File: config.mk
export PLATFORM = sky130hd
export DESIGN_NAME = count_seq_flat
export DESIGN_NICKNAME = d
export VERILOG_FILES = /design/src/rtl/count_pkg.sv /design/src/rtl/count_seq_if.sv /design/src/rtl/count_next.sv /design/src/rtl/count_seq.sv /design/src/flat_wrapper.sv
export SDC_FILE = /design/constraint.sdc
export NUM_CORES = 1
export LEC_CHECK = 0
export CAP_MARGIN = 40
export CORE_MARGIN = 4
export CORE_UTILIZATION = 45
export DETAILED_ROUTE_END_ITERATION = 10
export GPL_TIMING_DRIVEN = 0
export PLACE_DENSITY = 0.71
export SYNTH_ARGS = -nofsm -noshare
export SYNTH_HDL_FRONTEND = slang
export SYNTH_HIERARCHICAL = 1
export SYNTH_SLANG_ARGS = --single-unit
File: constraint.sdc
create_clock -name clk -period 2.9 [get_ports clk]
set_input_delay 0.58 -clock clk [delete_from_list [all_inputs] [get_ports clk]]
set_output_delay 0.58 -clock clk [all_outputs]
set_load 0.03 [all_outputs]
File: src/rtl/count_pkg.sv
// count_pkg: shared types and constants for the count_seq block.
//   state_t    : sequencing FSM states (IDLE, RUN, DONE)
//   cnt_sel_t  : next-count source select driven by the FSM into count_next
//   DEF_WIDTH  : default counter width
//   all_ones() : terminal-count value for a given width
package count_pkg;

   localparam int DEF_WIDTH = 16;

   typedef enum logic [1:0] {
      IDLE = 2'd0,
      RUN  = 2'd1,
      DONE = 2'd2
   } state_t;

   typedef enum logic [2:0] {
      SEL_HOLD   = 3'd0,
      SEL_INC    = 3'd1,
      SEL_LOAD   = 3'd2,
      SEL_RELOAD = 3'd3,
      SEL_CLEAR  = 3'd4
   } cnt_sel_t;

   // Shifting by 64 yields 0, and 0 - 1 is all-ones, so w = 64 also works.
   function automatic logic [63:0] all_ones(input int w);
      return (64'h1 << w) - 64'h1;
   endfunction

endpackage

File: src/rtl/count_seq_if.sv
// count_seq_if: parallel-load valid/ready handshake.
//   ld_valid : load request (master -> slave)
//   ld_data  : load value   (master -> slave)
//   ld_ready : load can be accepted this cycle (slave -> master)
interface count_seq_if #(
   parameter int WIDTH = count_pkg::DEF_WIDTH
);
   logic             ld_valid;
   logic [WIDTH-1:0] ld_data;
   logic             ld_ready;

   modport master (output ld_valid, output ld_data, input ld_ready);
   modport slave  (input ld_valid, input ld_data, output ld_ready);
endinterface

File: src/rtl/count_next.sv
// count_next: combinational next-count mux.
//   cnt     : current count
//   ld_data : parallel load value
//   reload  : stored reload value
//   sel     : source select from the sequencing FSM
//   cnt_nxt : value to be registered at the next edge
module count_next
   import count_pkg::*;
#(
   parameter int WIDTH = DEF_WIDTH
) (
   input  logic [WIDTH-1:0] cnt,
   input  logic [WIDTH-1:0] ld_data,
   input  logic [WIDTH-1:0] reload,
   input  cnt_sel_t         sel,
   output logic [WIDTH-1:0] cnt_nxt
);

   always_comb begin
      cnt_nxt = cnt;
      case (sel)
         SEL_HOLD:   cnt_nxt = cnt;
         // Wraps modulo 2^WIDTH; no carry beyond WIDTH is kept.
         SEL_INC:    cnt_nxt = cnt + WIDTH'(1);
         SEL_LOAD:   cnt_nxt = ld_data;
         SEL_RELOAD: cnt_nxt = reload;
         SEL_CLEAR:  cnt_nxt = '0;
         default:    cnt_nxt = cnt;
      endcase
   end

endmodule

File: src/rtl/count_seq.sv
// count_seq: registered control stage for a WIDTH-bit counter.
//   clk, rst    : clock and synchronous active-high reset
//   clr         : synchronous clear (count to 0, FSM to IDLE)
//   start       : request to begin counting
//   en          : count enable while running
//   ld          : load handshake (slave side)
//   cnt         : registered count
//   tc          : one-cycle terminal-count pulse
//   ovf, ovf_ack: sticky terminal-count flag and its clear
//
// state | meaning
// IDLE  | count held, loads accepted, start begins counting
// RUN   | increments on en, loads refused, start ignored
// DONE  | held at all-ones; start reloads and runs, load returns to IDLE
module count_seq
   import count_pkg::*;
#(
   parameter int WIDTH       = DEF_WIDTH,
   parameter bit AUTO_RELOAD = 1'b1
) (
   input  logic             clk,
   input  logic             rst,
   input  logic             clr,
   input  logic             start,
   input  logic             en,
   count_seq_if.slave       ld,
   output logic [WIDTH-1:0] cnt,
   output logic             tc,
   output logic             ovf,
   input  logic             ovf_ack
);

   localparam logic [WIDTH-1:0] TERM = WIDTH'(all_ones(WIDTH));

   state_t           state, state_nxt;
   cnt_sel_t         sel;
   logic [WIDTH-1:0] reload;
   logic [WIDTH-1:0] cnt_nxt;
   logic             ready;
   logic             ld_acc;
   logic             term;

   // ready already excludes rst and clr, so a load can never slip past them.
   assign ready    = (state != RUN) && !rst && !clr;
   assign ld.ld_ready = ready;
   assign ld_acc   = ld.ld_valid && ready;

   count_next #(.WIDTH(WIDTH)) u_next (
      .cnt     (cnt),
      .ld_data (ld.ld_data),
      .reload  (reload),
      .sel     (sel),
      .cnt_nxt (cnt_nxt)
   );

   always_comb begin
      state_nxt = state;
      sel       = SEL_HOLD;
      term      = 1'b0;
      if (clr) begin
         state_nxt = IDLE;
         sel       = SEL_CLEAR;
      end else if (ld_acc) begin
         state_nxt = IDLE;
         sel       = SEL_LOAD;
      end else begin
         case (state)
            IDLE: if (start) state_nxt = RUN;
            RUN: begin
               if (en) begin
                  if (cnt == TERM) begin
                     term = 1'b1;
                     if (AUTO_RELOAD) begin
                        sel = SEL_RELOAD;
                     end else begin
                        sel       = SEL_HOLD;
                        state_nxt = DONE;
                     end
                  end else begin
                     sel = SEL_INC;
                  end
               end
            end
            DONE: begin
               if (start) begin
                  state_nxt = RUN;
                  sel       = SEL_RELOAD;
               end
            end
            default: state_nxt = IDLE;
         endcase
      end
   end

   always_ff @(posedge clk) begin
      if (rst) begin
         state  <= IDLE;
         cnt    <= '0;
         reload <= '0;
         tc     <= 1'b0;
         ovf    <= 1'b0;
      end else begin
         state <= state_nxt;
         cnt   <= cnt_nxt;
         tc    <= term;
         if (ld_acc) reload <= ld.ld_data;
         // A terminal event in the same cycle as an ack keeps the flag set.
         if (term)         ovf <= 1'b1;
         else if (ovf_ack) ovf <= 1'b0;
      end
   end

endmodule

File: src/flat_wrapper.sv
// flat-port wrapper written by rule: the top's interface ports become plain ports
module count_seq_flat import count_pkg::*;
#(
   parameter int WIDTH       = DEF_WIDTH,
   parameter bit AUTO_RELOAD = 1'b1
)
  (clk, rst, clr, start, en, cnt, tc, ovf, ovf_ack, ld_ld_valid, ld_ld_data, ld_ld_ready);
  count_seq_if #(.WIDTH(WIDTH)) ld_i ();
  input  logic clk;
  input  logic rst;
  input  logic clr;
  input  logic start;
  input  logic en;
  output logic [WIDTH-1:0] cnt;
  output logic tc;
  output logic ovf;
  input  logic ovf_ack;
  input wire logic [$bits(ld_i.ld_valid)-1:0] ld_ld_valid;
  input wire logic [$bits(ld_i.ld_data)-1:0] ld_ld_data;
  output wire logic [$bits(ld_i.ld_ready)-1:0] ld_ld_ready;
  assign ld_i.ld_valid = ld_ld_valid;
  assign ld_i.ld_data = ld_ld_data;
  assign ld_ld_ready = ld_i.ld_ready;
  count_seq #(.WIDTH(WIDTH), .AUTO_RELOAD(AUTO_RELOAD)) u_core (.clk(clk), .rst(rst), .clr(clr), .start(start), .en(en), .ld(ld_i), .cnt(cnt), .tc(tc), .ovf(ovf), .ovf_ack(ovf_ack));
endmodule
### After elaboration in Yosys (flattened, before gate mapping)

Cells that the tools add are included.

* word-level logic and storage cells: 43
* input bits: 23
* output and inout port bits: 19
* register bits: 36

* equality and inequality tests: 9
* reduce and logical (&&, ||, !) cells: 11
* muxes and demuxes: 16
* add/subtract/negate cells: 1
* bitwise operators: 1

Operators with widths (number)
* case mux 16 bit (4 select lines): 1
* adder 16 x 1 -> 16 bit, second input constant: 1
* == test 16 bit, second input constant: 1
* 2-to-1 mux 3 bit: 3
* 2-to-1 mux 1 bit: 7
* == test 3 x 2 -> 1 bit, second input constant: 2
* 2-to-1 mux 2 bit: 3
* case mux 3 bit (2 select lines): 1
* inequality test 2 x 1 -> 1 bit, second input constant: 2
* case mux 2 bit (2 select lines): 1
* nonzero test 4 bit: 1
* == test 3 x 1 -> 1 bit, second input constant: 1
* == test 3 bit, second input constant: 1
* logical AND 1 bit: 3
* OR reduction 3 bit: 1
* == test 2 x 1 -> 1 bit, second input constant: 1
* == test 2 bit, second input constant: 1
* zero test 1 bit: 2
* zero test 2 bit: 1
* AND reduction 2 bit: 1
* nonzero test 2 bit: 1
* OR reduction 2 bit: 1
* NOT 1 bit: 1

### Depth between registers and ports, before layout

* depth after elaboration: 8
* gate-level depth with buffers: 11
* gate-level depth less buffers: 8

### Modules after synthesis

The synthesis kept the hierarchy.

By module, submodules not included
* count_seq: sequential area each 700.7 um^2, area each 1179.9 um^2, cells each 125, instances 1
* count_next: sequential area each 0.0 um^2, area each 1034.7 um^2, cells each 148, instances 1

### Worst setup path after synthesis

OpenSTA, ideal clock, no wires.

* kind: input to register
* from: input port rst
* to: register u_core.cnt[0]
* library setup time: 0.127 ns
* stages on the path: 11
* required time: 2.773 ns
* path slack: 0.346 ns
* arrival: 2.427 ns
* buffers on the path: 5
* cell sequence: or4b_1 > buf_6 > buf_8 > o21ai_0 > buf_6 > buf_2 > clkbuf_1 > o211ai_1 > o21ai_0 > a21boi_0 > nor2b_1

* cells in the longest elaborated chain, start to end: 8
* elaborated cells between the ends (all ways): 12
* those cells by class: eq/ne (4); mux (3); reduce/logical (5)

Ends and longest elaborated chain
* start: declaration: line flat_wrapper.sv:10 `input logic rst;`
* zero test 1 bit (*): line count_seq.sv:44 `assign ready = (state != RUN) && !rst && !clr;`
* logical AND 1 bit (*) (2 in a row): line count_seq.sv:44
* logical AND 1 bit (*): line count_seq.sv:46 `assign ld_acc = ld.ld_valid && ready;`
* 2-to-1 mux 3 bit (*): line count_seq.sv:63 `end else if (ld_acc) begin`
* 2-to-1 mux 3 bit (*): line count_seq.sv:60 `if (clr) begin`
* named net u_core.sel[1]: line count_seq.sv:36 `cnt_sel_t sel;`
* == test 3 bit, or another cell as far along: line count_next.sv:21 `case (sel)`
* case mux 16 bit (4 select lines) (*): line count_next.sv:21
* named net u_core.cnt_nxt[0]: line count_seq.sv:38 `logic [WIDTH-1:0] cnt_nxt;`
* end signal: assignment: line count_seq.sv:104 `cnt <= cnt_nxt;`
* end: declaration: line count_seq.sv:27 `output logic [WIDTH-1:0] cnt,`

The timed path passes the listed nets; every way through them passes the cells marked *.
A chain may end at the register's enable or synchronous reset.

### Worst setup path in the final report

* from: input port clr
* to: register u_core.cnt[5]

* cells in the longest elaborated chain, start to end: 7
* elaborated cells between the ends (all ways): 11
* those cells by class: eq/ne (4); mux (3); reduce/logical (4)

Ends and longest elaborated chain
* start: declaration: line flat_wrapper.sv:11 `input logic clr;`
* zero test 1 bit: line count_seq.sv:44
* logical AND 1 bit: line count_seq.sv:44
* logical AND 1 bit: line count_seq.sv:46
* 2-to-1 mux 3 bit: line count_seq.sv:63
* 2-to-1 mux 3 bit (*): line count_seq.sv:60
* named net u_core.sel[1]: line count_seq.sv:36
* == test 3 bit, or another cell as far along: line count_next.sv:21
* case mux 16 bit (4 select lines) (*): line count_next.sv:21
* named net u_core.cnt_nxt[5]: line count_seq.sv:38

Marks and branches as above.

==> impl_metrics.py <==
metrics = {
    "synthesis": {
        "synth_top_flop_cell": "sky130_fd_sc_hd__dfxtp_1",
        "seq_area_frac_synth_pct": 31.64,
        "postSynthCellCount": 273,
        "postSynth.asyncResetShare_pct": 0,
        "synth_warnings": 6,
        "yosysTopAreaCell": "sky130_fd_sc_hd__dfxtp_1",
        "synth_fp_nets": 297,
        "synth_cell_types": 65,
        "yosys-top-cells-area": "sky130_fd_sc_hd__dfxtp_1 (32%), sky130_fd_sc_hd__nor2b_1 (7.3%), sky130_fd_sc_hd__nand2_1 (7.1%)",
        "synthesis.area_um2": 2215,
        "synth_seq_cells": 35,
        "synth_largest_type_area_fraction_pct": 31.64,
        "synthesis.area_per_instance_um2": 8.112,
        "synth-edff-count": 0,
    },
    "drt": {
        "detail_route.iter0.violations": 186,
        "detail_route.vias_per_cell": 5.598,
        "ant_nets": 0,
        "drt_pass1_iterations": 5,
        "detail_route.drc_violations": 0,
        "route.final.wire_length_um": 5930,
        "routed_wire_length_per_instance_um": 15.17,
        "vias": 2189,
    },
    "global_route": {
        "vias_in_the_first_global_route": 1952,
        "grt_first_pass_wirelength_um": 9860,
        "globalRouteTotalUtil_pct": 19.94,
        "grt.overflow.total": 0,
        "antenna_found_initial": 0,
        "largest_net_degree_at_the_start_of_global_routing": 11,
    },
    "cells_and_area": {
        "final_common_cell": "sky130_fd_sc_hd__nand2_1",
        "layout-area-overhead-vs-synth_pct": 30.17,
        "antennaDiodeCount": 0,
        "nNetsFinal": 347,
        "layout-drive-gt1-share_pct": 14.51,
        "mostFrequentLayoutCells": "sky130_fd_sc_hd__nand2_1 (42), sky130_fd_sc_hd__clkdlybuf4s50_1 (37), sky130_fd_sc_hd__dfxtp_1 (35)",
        "finalNonFillerCells": 391,
        "postLayoutCellArea_um2": 2883,
    },
    "placement": {
        "detailed_place.area_um2": 2709,
        "dpl.cell_count": 381,
        "io_buffers": 41,
        "place.gp.congestion": 0.8047,
        "dp_hpwl_um": 4277,
    },
    "clock_network": {
        "clk_transition_reported_paths_ns": 0.07,
        "numCtsBuffers": 5,
        "clock_sink_count": 35,
        "htree_levels": 2,
        "clock_insertion_delay_worst_skew_ns": 0.29,
        "cts-root-to-sink-buffers": 2,
        "clock-root-buffer": "sky130_fd_sc_hd__clkbuf_8",
        "cts_hold_repair.buffers": 0,
        "clock_tree_from_tritoncts": "built",
    },
    "power": {
        "p_per_area_nw_per_um2": 389.8,
        "peakVddDrop_uv": 214.5,
        "leakage_power_total_nw": 1.054,
    },
    "die": {
        "boundaryPins": 42,
        "core-area_um2": 4755,
        "number_of_standard_cell_rows_in_the_floorplan": 25,
        "fp.dieH_um": 78.15,
        "floorplan.initialDensity_pct": 46.58,
        "design.die.area_um2": 6107,
        "die_width_um": 78.15,
    },
    "critical_path": {
        "critical_path_required_ns": 3.06,
        "worst-setup-path-type": "in -> reg",
        "critical_path_arrival_ns": 2.90,
        "cp_max_fo": 10,
        "crit_path_end_kind": "flip-flop",
        "worstSetupStartpointType": "primary input",
    },
    "sta": {
        "hold_ws_ns": 0.4556,
        "setup_viol": 0,
        "final_period_minus_worst_setup_slack_ns": 2.736,
        "max_slew.worst_pin.slew_ns": 0.5888,
        "min_period_over_period_pct": 94.34,
        "achievable-frequency_mhz": 365.5,
        "slew_headroom_pct": 60.67,
        "rsz0062_at_grt": "no",
        "final_tns_setup_ns": 0,
        "timing.final.max_slew_violations": 0,
        "finClkSkew_ns": 0.006495,
        "timing.final.hold_violations": 0,
    },
    "min_path": {
        "holdCritPathClass": "reg -> reg",
    },
    "run_status": {
        "run_status": "finished clean",
    },
    "run": {
        "timing.max_cap.violations": 0,
    },
}
sequential cells by signal, indices dropped and copies added (netlist names):
| signal | cells |
|---|---|
| u_core/state | 1 |
| u_core/ovf | 1 |
| u_core/reload | 16 |
| u_core/tc | 1 |
| u_core/cnt | 16 |
synthesized netlist by cell type (4+ instances only):
cell type / instances
sky130_fd_sc_hd__buf_2: 6
sky130_fd_sc_hd__buf_6: 4
sky130_fd_sc_hd__nor2b_1: 26
sky130_fd_sc_hd__nand2_1: 42
sky130_fd_sc_hd__nor3_1: 12
sky130_fd_sc_hd__o21ai_0: 4
sky130_fd_sc_hd__a21oi_1: 21
sky130_fd_sc_hd__clkbuf_1: 4
sky130_fd_sc_hd__inv_1: 6
sky130_fd_sc_hd__nand4_1: 6
sky130_fd_sc_hd__a221oi_1: 4
sky130_fd_sc_hd__mux2i_1: 6
sky130_fd_sc_hd__nor2_1: 12
sky130_fd_sc_hd__a211oi_1: 6
sky130_fd_sc_hd__o211ai_1: 4
sky130_fd_sc_hd__nand3_1: 10
sky130_fd_sc_hd__dfxtp_1: 35
cell type report:
cell class | count | area [um^2]
fillers | 447 | 1872
multi-input cells | 211 | 1400
flip-flops and latches | 35 | 700.7
repair buffers | 43 | 425.4
plain buffers | 20 | 146.4
clock buffers | 8 | 100.1
well taps | 67 | 83.83
inverters | 7 | 26.28
critical path, stage by stage:
cell,delay (ns)
sky130_fd_sc_hd__dlygate4sd2_1,0.43
sky130_fd_sc_hd__or4b_4,0.21
sky130_fd_sc_hd__buf_6,0.12
sky130_fd_sc_hd__buf_8,0.14
sky130_fd_sc_hd__o21ai_2,0.08
sky130_fd_sc_hd__buf_6,0.13
sky130_fd_sc_hd__buf_4,0.12
sky130_fd_sc_hd__or2_1,0.21
sky130_fd_sc_hd__buf_6,0.15
sky130_fd_sc_hd__or2_4,0.26
sky130_fd_sc_hd__a221oi_2,0.24
sky130_fd_sc_hd__nor3_1,0.07
sky130_fd_sc_hd__nor2b_1,0.12
per-layer routing:
metal / part of all wire [%] / wire [um] / vias to the layer above / GRT usage [%]
li1: - / - / 1092 / -
met4: 1.4 / 82 / 0 / 6.643
met3: 5.6 / 330 / 9 / 3.211
met2: 45 / 2655 / 63 / 31.08
met5: 0 / 0 / - / 0
met1: 48 / 2862 / 1025 / 27.97
where the power goes:
group | total, mW | switching (mW) | leakage, nW | internal, mW
Combinational | 0.211 | 0.107 | 0.718 | 0.103
Clock | 0.396 | 0.179 | 0.0515 | 0.217
Sequential | 0.517 | 0.0194 | 0.284 | 0.497
cells by family after synthesis:
logic type,share of synthesized area (%)
xor+xnor,1.639
buf+inv,7.343
fa+ha+maj,1.469
simple gates,32.71
flops,31.64
mux,3.220
compound gates,21.98
repair_timing:
item,4_1_cts,5_1_grt
resized for setup,12,6
setup buffers,0,1
setup endpoints to repair,17,11
cloned,1,0
pin swaps,2,2
worst paths after layout:
check,startpoint,endpoint,slack [ns],depth (start not counted)
setup / recovery,clr,u_core/cnt[5],0.16,13
hold / removal,u_core/reload[10],u_core/reload[10],0.46,2
setup reg to reg,u_core/state[0],u_core/cnt[11],0.43,12
hold reg to reg,u_core/reload[10],u_core/reload[10],0.46,2
metrics by stage:
stage | worst slack, ns | power, mW | util [%]
2_1_floorplan | 0.3461 | 0.6463 | -
3_3_place_gp | -0.6018 | 0.7275 | 56.97
3_5_place_dp | -0.5914 | 0.7290 | 56.97
4_1_cts | 0.009223 | 1.128 | 59.87
5_1_grt | 0.03038 | 1.170 | 60.63
6_report | 0.1640 | 1.124 | 60.63
Power figures use the tool's default switching activity.
